`src/rtl/arraymul_pkg.sv`:
```
// Shared types and helpers for the matrix loader: state encoding, default
// sizes, and the column-major to row-major slice remap.
package arraymul_pkg;

    localparam int DIM_DEF    = 3;
    localparam int DATA_W_DEF = 8;

    typedef enum logic [1:0] {
        ST_IDLE = 2'd0,
        ST_LOAD = 2'd1,
        ST_FULL = 2'd2
    } loader_state_t;

    // The j-th column-major element sits at (row = j mod dim, col = j div dim).
    function automatic int col_to_row(input int j, input int dim);
        return (j % dim) * dim + (j / dim);
    endfunction

endpackage

```
`src/rtl/loader_counter.sv`:
```
// Element counter for the matrix loader: synchronous clear, increment,
// and a terminal-count flag. It saturates at the terminal count.
module loader_counter #(
    parameter int LIMIT = 18,
    parameter int CW    = $clog2(LIMIT)
) (
    input  logic          clk,
    input  logic          reset,
    input  logic          clear,
    input  logic          inc,
    output logic [CW-1:0] count,
    output logic          tc
);

    assign tc = (count == CW'(LIMIT - 1));

    always_ff @(posedge clk) begin
        if (reset || clear) begin
            count <= '0;
        end else if (inc && !tc) begin
            count <= count + CW'(1);
        end
    end

endmodule

```
`src/rtl/matrix_loader.sv`:
```
// Streams 2*DIM*DIM elements into matrices A then B and holds them for a consumer.
//   state   | meaning
//   IDLE    | waiting for start, matrices retained
//   LOAD    | accepting elements, A first then B
//   FULL    | both matrices complete, input refused
module matrix_loader
    import arraymul_pkg::*;
#(
    parameter int DIM         = DIM_DEF,
    parameter int DATA_W      = DATA_W_DEF,
    parameter int B_COL_MAJOR = 0
) (
    input  logic                    clk,
    input  logic                    reset,
    input  logic                    start,
    input  logic [DATA_W-1:0]       data_in,
    input  logic                    data_valid,
    output logic                    data_ready,
    input  logic                    release_req,   // "release" is a reserved word
    output logic                    done,
    output logic                    overrun,
    output logic [DIM*DIM*DATA_W-1:0] mat_a,
    output logic [DIM*DIM*DATA_W-1:0] mat_b
);

    localparam int NE = DIM * DIM;
    localparam int CW = $clog2(2 * NE);
    localparam int IW = $clog2(NE);

    loader_state_t state, state_next;

    logic [CW-1:0]     count;
    logic              tc;
    logic              xfer;
    logic              in_b;
    logic [CW-1:0]     b_off;
    logic [IW-1:0]     a_idx;
    logic [IW-1:0]     b_idx;
    logic [DATA_W-1:0] a_mem [NE];
    logic [DATA_W-1:0] b_mem [NE];

    loader_counter #(
        .LIMIT (2 * NE),
        .CW    (CW)
    ) u_counter (
        .clk   (clk),
        .reset (reset),
        .clear (start),
        .inc   (xfer),
        .count (count),
        .tc    (tc)
    );

    always_ff @(posedge clk) begin
        if (reset) begin
            state <= ST_IDLE;
        end else begin
            state <= state_next;
        end
    end

    // A start seen in LOAD restarts the load, so the element on that edge is dropped.
    always_comb begin
        state_next = state;
        data_ready = 1'b0;
        done       = 1'b0;
        xfer       = 1'b0;
        case (state)
            ST_IDLE: begin
                if (start) state_next = ST_LOAD;
            end
            ST_LOAD: begin
                data_ready = 1'b1;
                xfer       = data_valid && !start;
                if (xfer && tc) state_next = ST_FULL;
            end
            ST_FULL: begin
                done = 1'b1;
                if (start)            state_next = ST_LOAD;
                else if (release_req) state_next = ST_IDLE;
            end
            default: state_next = ST_IDLE;
        endcase
    end

    assign in_b  = (count >= CW'(NE));
    assign b_off = count - CW'(NE);
    assign a_idx = count[IW-1:0];

    always_comb begin
        b_idx = b_off[IW-1:0];
        if (B_COL_MAJOR != 0) begin
            b_idx = IW'(col_to_row(int'(b_off), DIM));
        end
    end

    always_ff @(posedge clk) begin
        if (reset) begin
            for (int i = 0; i < NE; i++) begin
                a_mem[i] <= '0;
                b_mem[i] <= '0;
            end
        end else if (xfer) begin
            if (in_b) begin
                b_mem[b_idx] <= data_in;
            end else begin
                a_mem[a_idx] <= data_in;
            end
        end
    end

    always_ff @(posedge clk) begin
        if (reset || start) begin
            overrun <= 1'b0;
        end else if (state == ST_FULL && data_valid) begin
            overrun <= 1'b1;
        end
    end

    for (genvar g = 0; g < NE; g++) begin : g_pack
        assign mat_a[g*DATA_W +: DATA_W] = a_mem[g];
        assign mat_b[g*DATA_W +: DATA_W] = b_mem[g];
    end

endmodule

```
`config.mk`:
```
export PLATFORM = sky130hd
export DESIGN_NAME = matrix_loader
export DESIGN_NICKNAME = d
export VERILOG_FILES = /design/src/rtl/arraymul_pkg.sv /design/src/rtl/loader_counter.sv /design/src/rtl/matrix_loader.sv
export SDC_FILE = /design/constraint.sdc
export NUM_CORES = 1
export LEC_CHECK = 0
export CORE_ASPECT_RATIO = 1.4
export CORE_MARGIN = 10
export CORE_UTILIZATION = 30
export DETAILED_ROUTE_END_ITERATION = 7
export GPL_TIMING_DRIVEN = 0
export HOLD_SLACK_MARGIN = 0.15
export PLACE_DENSITY_LB_ADDON = 0.3
export SYNTH_ARGS = -nofsm -noshare
export SYNTH_HDL_FRONTEND = slang
export SYNTH_SLANG_ARGS = --single-unit
export TNS_END_PERCENT = 100
```
`constraint.sdc`:
```
create_clock -name clk -period 3.6 [get_ports clk]
set_input_delay 0.54 -clock clk [delete_from_list [all_inputs] [get_ports clk]]
set_output_delay 0.54 -clock clk [all_outputs]
set_load 0.02 [all_outputs]
```
After elaboration in Yosys (flattened, before gate mapping)

Memory sizes are Yosys's and may differ from the RTL's.
Cells that the tools add are included.

Add/sub/neg operators: 2
Reduce and logical (&&, ||, !) cells: 11
Order comparisons: 1
Equal/unequal tests: 6
Muxes and demuxes: 24

Operators with widths:

| operator                                                          | count |
|---|---|
| 2-to-1 mux 8 bit                                                  | 2 |
| OR reduction 8 bit                                                | 2 |
| 2-to-1 mux 1 bit                                                  | 15 |
| 2-to-1 mux 2 bit                                                  | 4 |
| 2-to-1 mux 4 bit                                                  | 2 |
| case mux 2 bit (3 select lines)                                   | 1 |
| adder 5 x 1 -> 5 bit, second input constant                       | 1 |
| equality test 5 bit, second input constant                        | 1 |
| greater-or-equal comparator 5 x 4 -> 1 bit, second input constant | 1 |
| logical AND 1 bit                                                 | 4 |
| != test 2 bit, second input constant                              | 2 |
| subtractor 4 bit, second input constant                           | 1 |
| != test 3 bit, second input constant                              | 1 |
| AND reduction 3 bit                                               | 1 |
| equality test 2 x 1 -> 1 bit, second input constant               | 1 |
| equality test 2 bit, second input constant                        | 1 |
| logical NOT 1 bit                                                 | 2 |
| logical NOT 2 bit                                                 | 1 |
| logical OR 1 bit                                                  | 1 |

Bits in registers: 8
Logic and storage cells: 49
Output and inout port bits: 147
Input port bits: 13
RAM bits: 144
Memories: 2

Memories:

| memory | depth | width | read ports | clocked after Yosys merged registers in | wr ports | line                | source |
|---|---|---|---|---|---|---|---|
| a_mem  | 9     | 8     | 9          | 0                                       | 9        | matrix_loader.sv:39 | `logic [DATA_W-1:0] a_mem [NE];` |
| b_mem  | 9     | 8     | 9          | 0                                       | 9        | matrix_loader.sv:40 | `logic [DATA_W-1:0] b_mem [NE];` |

Logic depth before layout (Yosys ltp)

Gate-level depths: netlist of run 1.

Depth in word-level cells: 8
Mapped depth: 8
Depth with buffers taken out: 6

Cells and area by module

Synthesis of run 1 repeated with hierarchy kept, for this count alone.

Cells, all modules: 445
Area total of the unflattened synthesis: 5,990.7 µm²

Modules (own cells, without submodules):

| module         | times used | sequential area each (µm²) | area each (µm²) | cells each |
|---|---|---|---|---|
| matrix_loader  | 1          | 4,384.2                    | 5,739.3         | 416 |
| loader_counter | 1          | 100.1                      | 251.5           | 29 |

Worst setup path before layout of run 1

No wires, ideal clock.

Path type: input to register
From: input start
To: memory b_mem[6][0] in the netlist's numbering (enable)
Data arrival time: 2,048 ps
Path buffers: 2
Path slack: 1,178 ps
Stages: 6
Data required time: 3,225 ps
Setup time: 375 ps
Path through: or2_1 -> clkbuf_1 -> a211oi_1 -> buf_2 -> nand2_1 -> o21bai_1

RTL lines:

| what               | line                | source |
|---|---|---|
| start: declaration | matrix_loader.sv:15 | `input logic start,` |
| end: declaration   | matrix_loader.sv:40 |  |

==> results of run 1 <==
sequential cells by signal, summed over array words and instances, names as in the netlist:
signal / count
overrun: 1
u_counter.count: 5
a_mem: 72
state: 2
b_mem: 72
final timing paths:
check	startpoint	endpoint	slack (ns)	cells past startpoint
max	start	b_mem[1][5]$_SDFFCE_PN0P_	0.48	7
min	overrun$_SDFFE_PP0P_	overrun$_SDFFE_PP0P_	0.48	2
max reg2reg	u_counter.count[0]$_SDFFE_PP0P_	b_mem[1][5]$_SDFFCE_PN0P_	0.64	7
min reg2reg	overrun$_SDFFE_PP0P_	overrun$_SDFFE_PP0P_	0.48	2
per-stage QoR:
stage	hold WS, ns	util	power (uW)	worst slack [ns]
floorplan	0.480	-	2170	1.18
global placement	0.478	0.399	2350	0.0980
detailed placement	0.475	0.399	2350	0.0180
CTS	0.494	0.427	3970	0.461
global route	0.534	0.427	4060	0.265
finish	0.483	0.427	3950	0.476
layer usage:
metal / share of wire / GRT usage
met1: 0.37 / 0.141
met2: 0.53 / 0.240
met5: 0 / 0
met3: 0.081 / 0.0409
met4: 0.027 / 0.0611
power groups by stage:
stage	logic, uW	clock network, uW	registers, uW
after global placement	301	0	2050
after detailed placement	304	0	2050
after CTS	304	1660	2010
final	301	1640	2010
after global routing	314	1730	2020
after floorplan	52.9	0	2120
cells in the mapped netlist (2+ instances only):
library cell	number
nor3_1	56
nand4_1	3
dfxtp_1	8
edfxtp_1	144
ha_1	5
a21oi_1	4
and2_1	26
a21o_1	6
buf_2	10
a311o_1	2
buf_1	4
nand2_1	33
o21bai_1	9
nand2b_1	2
xnor2_1	3
or2_1	2
inv_1	3
nor2b_1	3
a211oi_1	2
nor2_1	72
or2_2	2
nand3_1	9
clkbuf_1	18
and3_1	2
layout make-up:
type | count | share of cell area
Multi-Input combinational cell | 253 | 0.161
Sequential cell | 152 | 0.532
Buffer | 32 | 0.0157
Tap cell | 252 | 0.0374
Clock inverter | 14 | 0.0139
Timing Repair Buffer | 159 | 0.189
Inverter | 3 | 0.00134
Clock buffer | 17 | 0.0504
logic make-up (layout without fill, tap and decap cells):
group / after synthesis / after routing / share of synthesized area
buf+inv: 35 / 225 / 0.0240
compound gates: 28 / 28 / 0.0364
mux: 1 / 1 / 0.00167
xor+xnor: 4 / 4 / 0.00586
fa+ha+maj: 5 / 5 / 0.0105
flops: 152 / 152 / 0.749
simple gates: 215 / 215 / 0.172
critical path: cells and delay by family:
| family | cells | cell delay, ns |
|---|---|---|
| buf+inv | 3 | 1.04 |
| simple gates | 2 | 0.35 |
| compound gates | 2 | 1.22 |
==> reports/results.tsv, run 1 <==
stage	metric	value	unit
sta	fin_crit	3.12	ns
cts	cts.path.max_buffers	2	
critical_path	worst_setup_path_start_kind	input pin	
placed_design	dp_hpwl	13.6	mm
synth	synth_area_leaders	edfxtp_1 (72%), nor3_1 (4.7%), nor2_1 (4.5%)	
finish	layout_commonest_cell	clkdlybuf4s50_1	
drt	drc	0	
synth	ys_types	36	
finish	multiInputGateArea	1360	um^2
power	leakagePower	0.00283	uW
placed_design	place_area	7890	um^2
critical_path	critPathMaxStageDelay	0.74	ns
cts	htreeDepth	4	
cts	cts-resized-gates	0	
power	pwr-share-clk	0.416	
synth	yosysWarnings	0	
finish	nNetsFinal	636	
finish	area_delta_synth_final	40.9	%
synth	ys_seq_area_frac	0.749	
synth	ys.flop_type	edfxtp_1	
critical_path	path_cells	clkdlybuf4s50_1 -> or2_1 -> clkbuf_1 -> a211oi_1 -> buf_2 -> nand2_1 -> o21bai_1	
synth	syn_area	5980	um^2
synth	synth-edff-count	144	
placed_design	dpl.cell_count	851	
power	ir_drop	316	uV
cts	holdBufCountCts	0	
finish	drive_above_1_share	0.0730	
drt	drt_first_pass_iters	4	
finish	fill_cells	1769	
sta	rsz0062_at_grt	false	
die	coreArea	19800	um^2
global_routing	grt_overflow_total	0	
global_routing	grtUsageTotal	0.135	
cts	clkSinkCount	152	
sta	setup_violations	0	
synth	avgSynthCellArea	13.6	um^2
critical_path	crit_fanout	10	
finish	final_cell_mix	clkdlybuf4s50_1 (159), edfxtp_1 (144), nor2_1 (72)	
critical_path	path_class	input pin to register	
sta	timing.final.crit_share	0.868	
finish	diodes	0	
global_routing	grt_max_degree	17	
placed_design	gp_congestion	0.813	
drt	wl_per_cell	20.4	um
cts	clkLatencyLatePin	0.42	ns
finish	layout.cells.non_filler	882	
sta	worstMarginPinSlew	0.914	ns
synth	synth.largest_area_cell	edfxtp_1	
critical_path	crit_path_end_kind	register	
power	power.switching	953	uW
sta	tns	0	ns
critical_path	required	3.65	ns
global_routing	grt_first_pass_wirelength	26.8	mm
min_path	hold_path.class	register to register	
synth	synth_top_area_frac	0.723	
cts	post_cts_buffers	0	
drt	drt_iter0_drc	371	
drt	drt-total-wl	18.0	mm
synth	synthArstFlopShare	0	
flow_run	maxCapViolations	0	
cts	cts_tree	done	
finish	final_cell_area	8430	um^2
die	pin_count	160	
die	dieArea	26100	um^2
run_status	status	finished clean	
power	p_sw_frac	0.241	
critical_path	cp.arrival	3.17	ns
finish	seqCellArea	4480	um^2
power	pwr_density_cell	469	nW/um^2
placed_design	port_buffers	159	
sta	finalHoldViolCount	0	
cts	clk_pin_slew_worst_paths	0.06	ns
die	die_h	187	um
synth	ys_ff_latch	152	
drt	via_per_inst	4.75	
die	initial_utilization	0.303	
power	power_frac_seq	0.508	
critical_path	critPathSlowestCell	o21bai_1	
global_routing	antenna_found_initial	0	
die	rows	61	
power	p_comb_frac	0.076	
sta	max_freq	320	MHz
power	internal_power	3000	uW
sta	slew_headroom	0.389	
cts	root_buffer	clkbuf_16	
global_routing	grt_pass1_vias	4289	
sta	clock-skew-final	0.0125	ns
synth	syn_inst	440	
die	die_w	139	um
synth	syn_nets	458	
cts	cts_made_buffers	17	
drt	ant_nets	0	
drt	vias	4186	
sta	drv_slew	0	
Power figures use the tool's default switching activity.
==> inputs of run 2 (changes only) <==
Settings changed: CORE_UTILIZATION 30 to 52, CTS_CLUSTER_SIZE from default to 28.
==> run 2 against run 1 <==
- highest routed layer unchanged
- total power rose by 2.4%
- critical path type unchanged
- wire length decreased by 7.1%
- die area shrank 38%
- critical path depth is the same
- final cell count fell by 12%
==> reports/results.tsv, run 2 (synthesized netlist as in run 1, its figures left out) <==
stage	metric	value	unit	change
run_status	status	finished clean		
finish	nNetsFinal	636		unchanged
cts	htreeDepth	4		unchanged
drt	drt-total-wl	16.7	mm	-7.1%
sta	finalHoldViolCount	0		unchanged
global_routing	grtUsageTotal	0.203		+0.0686
finish	drive_above_1_share	0.0697		-0.00329
finish	diodes	0		unchanged
cts	holdBufCountCts	0		unchanged
critical_path	crit_path_end_kind	register		
finish	multiInputGateArea	1360	um^2	unchanged
power	pwr_density_cell	486	nW/um^2	+3.7%
cts	clk_pin_slew_worst_paths	0.06	ns	about the same
drt	vias	4392		+4.9%
sta	worstMarginPinSlew	0.871	ns	-0.0434 ns
placed_design	dp_hpwl	12.1	mm	-12%
die	pin_count	160		unchanged
placed_design	gp_congestion	0.847		+4.2%
critical_path	worst_setup_path_start_kind	input pin		
drt	ant_nets	0		unchanged
die	dieArea	16300	um^2	-38%
sta	rsz0062_at_grt	false		
cts	cts.path.max_buffers	2		unchanged
critical_path	path_cells	clkdlybuf4s50_1 -> or2_1 -> clkbuf_1 -> a211oi_1 -> buf_2 -> nand2_1 -> o21bai_1		
flow_run	maxCapViolations	0		unchanged
cts	root_buffer	clkbuf_16		
cts	cts_tree	done		
die	coreArea	11300	um^2	-43%
sta	max_freq	330	MHz	+3.0%
min_path	hold_path.class	register to register		
sta	tns	0	ns	unchanged
placed_design	port_buffers	159		unchanged
finish	seqCellArea	4480	um^2	unchanged
power	leakagePower	0.00285	uW	+0.70%
finish	top_regs	a_mem x72, b_mem x72, u_counter.count x5		
sta	drv_slew	0		unchanged
die	die_h	147	um	-21%
drt	drt_iter0_drc	349		-5.9%
global_routing	antenna_found_initial	0		unchanged
die	initial_utilization	0.530		+0.228
critical_path	path_class	input pin to register		
critical_path	cp.arrival	3.08	ns	-0.09 ns
critical_path	crit_fanout	10		unchanged
finish	final_cell_mix	clkdlybuf4s50_1 (159), edfxtp_1 (144), nor2_1 (72)		
critical_path	required	3.65	ns	about the same
die	die_w	111	um	-21%
power	ir_drop	411	uV	+30%
drt	via_per_inst	5.67		+19%
finish	fill_cells	742		-58%
sta	fin_crit	3.03	ns	-0.0922 ns
finish	layout_commonest_cell	clkdlybuf4s50_1		
global_routing	grt_overflow_total	0		unchanged
critical_path	critPathMaxStageDelay	0.71	ns	-0.03 ns
global_routing	grt_pass1_vias	4463		+4.1%
sta	timing.final.crit_share	0.842		-0.0256
cts	post_cts_buffers	0		unchanged
global_routing	grt_first_pass_wirelength	25.8	mm	-3.8%
finish	final_cell_area	8330	um^2	-1.2%
sta	setup_violations	0		unchanged
drt	drt_first_pass_iters	6		+2
placed_design	place_area	7750	um^2	-1.7%
die	rows	46		-25%
critical_path	critPathSlowestCell	o21bai_1		
drt	wl_per_cell	21.6	um	+5.7%
global_routing	grt_max_degree	17		unchanged
cts	cts-resized-gates	0		unchanged
cts	clkSinkCount	152		unchanged
drt	drc	0		unchanged
sta	slew_headroom	0.418		+0.0290
cts	clkLatencyLatePin	0.43	ns	about the same
sta	clock-skew-final	0.00780	ns	-0.00470 ns
cts	cts_made_buffers	17		unchanged
finish	area_delta_synth_final	39.3	%	
## run 2: path summary, 6_finish.rpt
kind / startpoint / endpoint / slack, ns / depth (start not counted)
max: start / b_mem[1][4]$_SDFFCE_PN0P_ / 0.57 / 7
min: overrun$_SDFFE_PP0P_ / overrun$_SDFFE_PP0P_ / 0.50 / 2
max reg2reg: u_counter.count[0]$_SDFFE_PP0P_ / b_mem[1][4]$_SDFFCE_PN0P_ / 0.64 / 7
min reg2reg: overrun$_SDFFE_PP0P_ / overrun$_SDFFE_PP0P_ / 0.50 / 2
## run 2: layer usage
layer,global-route usage,wire [um]
met3,0.0693,1600
met5,0,0
met4,0.0960,548
met2,0.352,8860
met1,0.218,5720
## run 2: per-stage QoR
stage                     hold WS [ns]  power (uW)  worst slack [ns]  std cells  utilization
after global routing             0.562        4140             0.391        775        0.739
after CTS                        0.510        4050             0.596        775        0.739
after floorplan                  0.480        2170              1.18        440            -
after global placement           0.458        2340             0.162        743        0.687
after detailed placement         0.489        2340             0.136        743        0.687
final                            0.503        4050             0.568        775        0.739
## run 2: final cells by class
| cell class | count | share of cell area |
|---|---|---|
| buffer | 32 | 0.0159 |
| clock buffer | 18 | 0.0515 |
| clock inverter | 14 | 0.0177 |
| inverter | 3 | 0.00135 |
| multi-input combinational | 253 | 0.163 |
| sequential | 152 | 0.538 |
| tap | 144 | 0.0216 |
| timing repair buffer | 159 | 0.191 |
## run 2: critical path, delay by kind of cell
family	cells	cell delay [ns]
AO/OA/AOI/OAI	2	1.17
buffers and inverters	3	1.02
AND/OR/NAND/NOR	2	0.35
## run 2: report_power, final
part           total (uW)  internal [uW]  switching [uW]
clock network        1750           1020             723
registers            2010           1990            21.8
logic                 297            120             177
